### src/rtl/fsm_state_monitor.sv
// Passive observer of the 3-state control FSM: transition pulses, dwell time, visit counts, sticky flags.
// Every output registered, 1-cycle latency from st_in; no flow control, nothing is driven back into the FSM.
module fsm_state_monitor #(
   parameter int CW = 16,
   parameter int VW = 8
) (
   input  logic          clock,
   input  logic          reset,
   input  logic [1:0]    st_in,
   input  logic [1:0]    c0,
   input  logic [1:0]    c1,
   input  logic [1:0]    c2,
   input  logic [CW-1:0] timeout,
   input  logic          clr,
   output logic          trans,
   output logic [1:0]    from_st,
   output logic [1:0]    to_st,
   output logic [CW-1:0] dwell,
   output logic [VW-1:0] visits0,
   output logic [VW-1:0] visits1,
   output logic [VW-1:0] visits2,
   output logic          illegal,
   output logic          tmo_pulse,
   output logic          tmo
);

   logic [1:0]    prev_q, prev_d;
   logic          vld_q, vld_d;
   logic          trans_q, trans_d;
   logic [1:0]    from_st_q, from_st_d;
   logic [1:0]    to_st_q, to_st_d;
   logic [CW-1:0] dwell_q, dwell_d;
   logic [VW-1:0] visits0_q, visits0_d;
   logic [VW-1:0] visits1_q, visits1_d;
   logic [VW-1:0] visits2_q, visits2_d;
   logic          illegal_q, illegal_d;
   logic          tmo_pulse_q, tmo_pulse_d;
   logic          tmo_q, tmo_d;

   logic          hit0, hit1, hit2, legal;
   logic          change, entry, tmo_hit;
   logic [VW-1:0] base0, base1, base2;

   function automatic logic [VW-1:0] sat_inc(input logic [VW-1:0] v);
      return (&v) ? v : v + 1'b1;
   endfunction

   // Fixed priority: when encodings collide the lowest index claims the code.
   always_comb begin
      hit0  = (st_in == c0);
      hit1  = !hit0 && (st_in == c1);
      hit2  = !hit0 && !hit1 && (st_in == c2);
      legal = hit0 || hit1 || hit2;
   end

   always_comb begin
      change = vld_q && (st_in != prev_q);
      entry  = !vld_q || change;

      prev_d      = st_in;
      vld_d       = 1'b1;
      trans_d     = change;
      from_st_d   = change ? prev_q : from_st_q;
      to_st_d     = change ? st_in  : to_st_q;
      dwell_d     = entry ? '0 : ((&dwell_q) ? dwell_q : dwell_q + 1'b1);

      // A saturated dwell does not move, so it must not re-trigger the timeout.
      tmo_hit     = (timeout != '0) && !entry && !(&dwell_q) && (dwell_d == timeout);
      tmo_pulse_d = tmo_hit;

      base0 = clr ? '0 : visits0_q;
      base1 = clr ? '0 : visits1_q;
      base2 = clr ? '0 : visits2_q;
      visits0_d = (entry && hit0) ? sat_inc(base0) : base0;
      visits1_d = (entry && hit1) ? sat_inc(base1) : base1;
      visits2_d = (entry && hit2) ? sat_inc(base2) : base2;

      illegal_d = (clr ? 1'b0 : illegal_q) || !legal;
      tmo_d     = (clr ? 1'b0 : tmo_q) || tmo_hit;
   end

   always_ff @(posedge clock) begin
      if (reset) begin
         prev_q      <= '0;
         vld_q       <= 1'b0;
         trans_q     <= 1'b0;
         from_st_q   <= '0;
         to_st_q     <= '0;
         dwell_q     <= '0;
         visits0_q   <= '0;
         visits1_q   <= '0;
         visits2_q   <= '0;
         illegal_q   <= 1'b0;
         tmo_pulse_q <= 1'b0;
         tmo_q       <= 1'b0;
      end else begin
         prev_q      <= prev_d;
         vld_q       <= vld_d;
         trans_q     <= trans_d;
         from_st_q   <= from_st_d;
         to_st_q     <= to_st_d;
         dwell_q     <= dwell_d;
         visits0_q   <= visits0_d;
         visits1_q   <= visits1_d;
         visits2_q   <= visits2_d;
         illegal_q   <= illegal_d;
         tmo_pulse_q <= tmo_pulse_d;
         tmo_q       <= tmo_d;
      end
   end

   assign trans     = trans_q;
   assign from_st   = from_st_q;
   assign to_st     = to_st_q;
   assign dwell     = dwell_q;
   assign visits0   = visits0_q;
   assign visits1   = visits1_q;
   assign visits2   = visits2_q;
   assign illegal   = illegal_q;
   assign tmo_pulse = tmo_pulse_q;
   assign tmo       = tmo_q;

endmodule

### config.mk
export PLATFORM = sky130hd
export DESIGN_NAME = fsm_state_monitor
export DESIGN_NICKNAME = d
export VERILOG_FILES = /design/src/rtl/fsm_state_monitor.sv
export SDC_FILE = /design/constraint.sdc
export NUM_CORES = 1
export LEC_CHECK = 0
export CORE_ASPECT_RATIO = 1.4
export CORE_MARGIN = 1.5
export CORE_UTILIZATION = 55
export CTS_CLUSTER_SIZE = 25
export DETAILED_ROUTE_END_ITERATION = 8
export GPL_ROUTABILITY_DRIVEN = 0
export PLACE_DENSITY = 0.84
export SYNTH_ARGS = -nofsm -noshare
export SYNTH_HDL_FRONTEND = slang
export SYNTH_SLANG_ARGS = --single-unit
### constraint.sdc
create_clock -name clock -period 5.88 [get_ports clock]
set_input_delay 1.47 -clock clock [delete_from_list [all_inputs] [get_ports clock]]
set_output_delay 1.47 -clock clock [all_outputs]
set_load 0.03 [all_outputs]
==> metrics.cfg, run 1 <==
[setup_path]
r2r_start=dwell[0]
slowest_delay_ns=0.83
cp-end-kind=flop
worst_setup_path_start_kind=input port
critPathKind=in -> reg
worstPathRequired_ns=6.07
cp-startpoint=st_in[1]
cp_data_arrival_time_ns=4.28
critPathSlowestCell=nor4_1
crit_path_cell_trace=clkdlybuf4s50_1 > xnor2_2 > and3_1 > nor4_1 > o31a_2 > nand4_1 > xnor2_1 > nor2_1
r2r_cells=8
r2r_slack_ns=2.87
crit_fanout=15

[finish]
diodes=0
final_layout_size_suffix_gt1_frac=0.0524
nets=488
syn2layout_area_growth_pct=24.5
fin_util=0.701
n_fill_cell=481

[pwr]
p_seq_frac=0.536
leakagePower_nw=1.42
pwr-share-comb=0.164
intPower_uw=484
p_sw_uw=181
fin_total_pwr_uw=665
clkPwrFrac=0.300
powerDensity_nw_per_um2=164
switching_share=0.272
vdd_drop_max_uv=150

[synthesis]
synth_warnings=0
synth.cell_area_um2=3250
yosysSeqAreaShare=0.314
synth.distinct_cells=64
ys_ff_latch=51
syn_area_per_cell_um2=8.15
syn-num-nets=430
async_flop_share=0
synth_ff_type=dfxtp_1
synthCells=399
synth_edf_count=0

[floorplanning]
die-area_um2=6390
die_width_um=68
coreArea_um2=5780
die_y_um=94.0
initial_core_util=0.563
rows=33
ios=75

[timing]
hold_violations=0
rsz0062_at_grt=false
skew_ns=0.0119
tightest_slew_ns=1.03
fin_crit_ns=4.09
final.period_utilization=0.695
slew-limit-headroom=0.295
holdWs_ns=0.493
fin_setup_tns_ns=0
setup_viol=0
max_freq_mhz=245
finalMaxSlewViolations=0
fin_ws_ns=1.79

[routing]
first_pass_iters=8
drc_errors=0
viasPerCell=6.42
drtIter0Drc=468
wl_um=9270
routed-via-count=3390
ant_nets=0
wl_per_cell_um=17.6

[grt]
gr-usage-all-layers=0.300
grt_antenna_before_repair=0
grt_pass1_vias=3192
grt_max_degree=28
grt-ovfl-total=0
grt_pass1_wl_um=14700

[flow_run]
cap_viol_max_count=0

[cts]
cts_resized=0
clockRootBuffer=clkbuf_8
clk_latency_ns=0.31
cts.sink_count=51
holdBufCountCts=0
clk_path_buf_depth=2
clk_pin_slew_ns=0.09
cts_tree=built
post_cts_buffers=0
cts_buffers=5
cts_max_level=2

[worst_hold_path]
min_path_type=reg -> reg
worstHoldStart=tmo
whs_path_depth=2

[status]
status=complete, no violations

[place]
pre_cts_slack_ns=1.49
post-dp-hpwl_um=6850
portBuffers=74

## cell usage in the layout (no fill, tap or decap), types with 4 or more instances in the layout
master	n
nand4_2	4
xnor2_1	14
a31oi_1	4
inv_1	11
o2111ai_1	4
nor2_1	46
a21oi_1	14
a211o_1	4
nand2b_1	8
and4_1	5
nor4_1	10
nand2_1	26
o22ai_1	4
nand4_1	15
clkdlybuf4s50_1	74
or3_1	4
nor2b_1	15
a211oi_1	7
xor2_1	9
dfxtp_1	51
nand3_1	17
and3_1	14
clkbuf_8	5
mux2i_1	9
nor3_1	17
o21ai_0	5
ha_1	4
o211ai_1	4
a311oi_1	4
## power by group through the flow
stage | Clock (mW) | Combinational (mW) | Sequential (mW)
after floorplan | 0 | 0.0545 | 0.374
after global placement | 0 | 0.105 | 0.364
after detailed placement | 0 | 0.108 | 0.364
after CTS | 0.204 | 0.109 | 0.356
after global routing | 0.220 | 0.117 | 0.357
final | 0.200 | 0.109 | 0.356
## state kept, by name (all words and copies together), names as in the netlist
signal	cells
dwell	16
from_st	2
tmo_pulse	1
visits0	8
vld_q	1
visits2	8
prev_q	2
to_st	2
trans	1
illegal	1
tmo	1
visits1	8
## cells in the mapped netlist, drive strengths merged (5+ instances only)
cell    count  share of area
nand3      17          0.026
nand2      26          0.030
inv        11          0.013
nor2       47          0.057
nand2b      8          0.015
nor3       17          0.026
clkbuf     14          0.017
nor2b      15          0.029
mux2i       9          0.028
buf        11          0.022
a211oi      7          0.016
xnor2      16          0.048
xor2        9          0.024
and3       14          0.027
nor4       11          0.023
a21oi      14          0.022
dfxtp      51           0.31
o21ai       5         0.0077
and4        5          0.013
nand4      19          0.044
## per-layer routing
| metal | global-route usage | up-vias | wire [um] |
|---|---|---|---|
| met5 | 0 | - | 0 |
| met4 | 0.177 | 0 | 535 |
| met3 | 0.0659 | 51 | 714 |
| met2 | 0.511 | 172 | 4600 |
| met1 | 0.328 | 1573 | 3420 |
| li1 | - | 1594 | - |
## kinds of logic (layout without fill, tap and decap cells)
group                    count (synthesis)  after routing  share of synthesized area
XOR/XNOR                                26             26                     0.0792
adder cells (fa/ha/maj)                  4              4                     0.0154
buffers and inverters                   36             95                     0.0515
multiplexers                            11             11                     0.0346
AO/OA/AOI/OAI                           74             74                      0.173
flip-flops                              51             51                      0.314
AND/OR/NAND/NOR                        197            197                      0.333
## critical path: cells and delay by family
kind,cells,cell delay [ns]
AND/OR/NAND/NOR,4,1.43
AO/OA/AOI/OAI,1,0.37
buffers and inverters,1,0.58
XOR/XNOR,2,0.42
## per-stage QoR
stage / instances / area (um^2)
2_1_floorplan: 399 / 3250
3_3_place_gp: 520 / 3970
3_5_place_dp: 520 / 3970
4_1_cts: 528 / 4050
5_1_grt: 528 / 4050
6_report: 528 / 4050
## path summary, 6_finish.rpt
kind | endpoint
setup / recovery | visits1[3]
hold / removal | tmo
setup reg to reg | tmo
hold reg to reg | tmo
## final cells by class
cell class,count,area (um^2),share of cell area
Inverter,11,41.3,0.0102
Timing Repair Buffer,76,756,0.187
Clock inverter,1,5.00,0.00124
Clock buffer,7,76.3,0.0188
Multi-Input combinational cell,312,2060,0.510
Sequential cell,51,1020,0.252
Tap cell,70,87.6,0.0216
Note: power is estimated with default switching activity, not from simulation.
==> inputs of run 2 (changes only) <==
--- a/config.mk
+++ b/config.mk
@@ -7,11 +7,11 @@
 export LEC_CHECK = 0
 export CORE_ASPECT_RATIO = 1.4
 export CORE_MARGIN = 1.5
-export CORE_UTILIZATION = 55
+export CORE_UTILIZATION = 51
 export CTS_CLUSTER_SIZE = 25
 export DETAILED_ROUTE_END_ITERATION = 8
 export GPL_ROUTABILITY_DRIVEN = 0
-export PLACE_DENSITY = 0.84
+export PLACE_DENSITY = 0.78
 export SYNTH_ARGS = -nofsm -noshare
 export SYNTH_HDL_FRONTEND = slang
 export SYNTH_SLANG_ARGS = --single-unit
==> constraint.sdc (replaced) <==
create_clock -name clock -period 4 [get_ports clock]
set_input_delay 1 -clock clock [delete_from_list [all_inputs] [get_ports clock]]
set_output_delay 1 -clock clock [all_outputs]
set_load 0.03 [all_outputs]
==> metrics.cfg, run 2 (synthesis results as in run 1) <==
[status]
status=complete, no violations

[finish]
stdcell_area_um2=4090  ; +0.86%
nets=493  ; +1.0%
fin_cells=533  ; +0.95%
largest_register_ffs=16  ; unchanged
final_layout_size_suffix_gt1_frac=0.0629  ; +0.0105
n_fill_cell=559  ; +16%
diodes=0  ; unchanged
syn2layout_area_growth_pct=25.6
final_cell_mix=74 x clkdlybuf4s50_1, 51 x dfxtp_1, 46 x nor2_1
final_common_cell=clkdlybuf4s50_1

[pwr]
powerDensity_nw_per_um2=237  ; +44%
leakagePower_nw=1.44  ; +1.3%
vdd_drop_max_uv=199  ; +32%

[cts]
cts.sink_count=51  ; unchanged
clk_pin_slew_ns=0.09  ; about the same
clk_path_buf_depth=2  ; unchanged
holdBufCountCts=0  ; unchanged
post_cts_buffers=0  ; unchanged
cts_resized=0  ; unchanged
clockRootBuffer=clkbuf_8
cts_max_level=2  ; unchanged
cts_buffers=5  ; unchanged
cts_tree=built
clk_latency_ns=0.30  ; about the same

[floorplanning]
initial_core_util=0.524  ; -0.0390
ios=75  ; unchanged
rows=34  ; +3.0%
die_y_um=97.5  ; +3.7%
coreArea_um2=6210  ; +7.4%
die-area_um2=6870  ; +7.5%
die_width_um=70.5  ; +3.7%

[routing]
routed-via-count=3405  ; +0.44%
first_pass_iters=8  ; unchanged
wl_per_cell_um=16.6  ; -5.4%
ant_nets=0  ; unchanged
drtIter0Drc=391  ; -16%
drc_errors=0  ; unchanged
wl_um=8850  ; -4.5%
viasPerCell=6.39  ; -0.50%

[flow_run]
cap_viol_max_count=0  ; unchanged

[place]
post-dp-hpwl_um=6610  ; -3.5%
placed_cells_incl_taps=527  ; +1.3%
portBuffers=74  ; unchanged
place_area_um2=4010  ; +1.0%

[setup_path]
r2r_cells=8  ; unchanged
r2r_slack_ns=0.97  ; -1.90 ns
crit_fanout=10  ; -5
cp-startpoint=st_in[0]
cp-end-kind=flop
critPathKind=in -> reg
worst_setup_path_start_kind=input port
timing.rr.end=tmo
cp_data_arrival_time_ns=3.51  ; -0.77 ns
r2r_start=dwell[0]
worstPathRequired_ns=4.23  ; -1.84 ns

[timing]
final.period_utilization=0.819
fin_crit_ns=3.28
fin_setup_tns_ns=0  ; unchanged
max_freq_mhz=305
hold_violations=0  ; unchanged
finalMaxSlewViolations=0  ; unchanged
slew-limit-headroom=0.332  ; +0.0375
setup_viol=0  ; unchanged
rsz0062_at_grt=false
skew_ns=0.00291  ; -0.00895 ns
tightest_slew_ns=0.976  ; -0.0548 ns

[grt]
grt_pass1_vias=3155  ; -1.2%
grt_pass1_wl_um=14500  ; -1.8%
grt_max_degree=28  ; unchanged
gr-usage-all-layers=0.255  ; -0.0442
grt_antenna_before_repair=0  ; unchanged
grt-ovfl-total=0  ; unchanged

[worst_hold_path]
whs_endpoint=tmo
min_path_type=reg -> reg
worstHoldStart=tmo
whs_path_depth=2  ; unchanged

[run 2: changes by cell type in the layout (fill, tap and decap cells not counted), sizes merged]
cell      previous run  this run
buf                  2         7
clkinv               1         0
clkbuf               7         5
clkinvlp             0         1
[run 2: worst max path at each step]
stage	slack (ns)	end
after global routing	0.56	tmo
after global placement	0.52	tmo
final	0.72	tmo
after CTS	0.72	tmo
after floorplan	1.04	visits2[5]
after detailed placement	0.40	tmo
[run 2: worst max-delay path: stages]
cell	delay (ns)
clkdlybuf4s50_1	0.56
xnor2_2	0.32
nand3_1	0.21
buf_4	0.22
or4_1	0.52
a211o_1	0.30
nand3_1	0.09
o2111ai_1	0.14
o22ai_1	0.13
[run 2: stage by stage]
| stage | setup WS, ns | utilization | total power, mW | hold WS, ns |
|---|---|---|---|---|
| floorplan | 1.04 | - | 0.629 | 0.517 |
| finish | 0.723 | 0.658 | 0.967 | 0.490 |
| CTS | 0.725 | 0.658 | 0.980 | 0.488 |
| global placement | 0.517 | 0.646 | 0.696 | 0.463 |
| global route | 0.556 | 0.658 | 1.01 | 0.494 |
| detailed placement | 0.400 | 0.646 | 0.698 | 0.467 |
[run 2: area by class of cell]
type                            count  area (um^2)  share of cell area
Clock buffer                        5         68.8              0.0168
Sequential cell                    51         1020               0.250
Clock inverter                      1         7.51             0.00184
Tap cell                           72         90.1              0.0220
Timing Repair Buffer               81          793               0.194
Inverter                           11         41.3              0.0101
Multi-Input combinational cell    312         2060               0.505
[run 2: metal layers]
metal	vias up	part of all wire	track usage	routed length, um
met4	0	0.040	0.117	354
met3	42	0.083	0.0446	737
met2	179	0.49	0.449	4340
met5	-	0	0	0
li1	1601	-	-	-
met1	1583	0.39	0.295	3420
[run 2: where the power goes]
part | switching, mW | internal [mW]
clock | 0.163 | 0.117
combinational | 0.0878 | 0.0764
sequential | 0.00688 | 0.517
total | 0.257 | 0.710
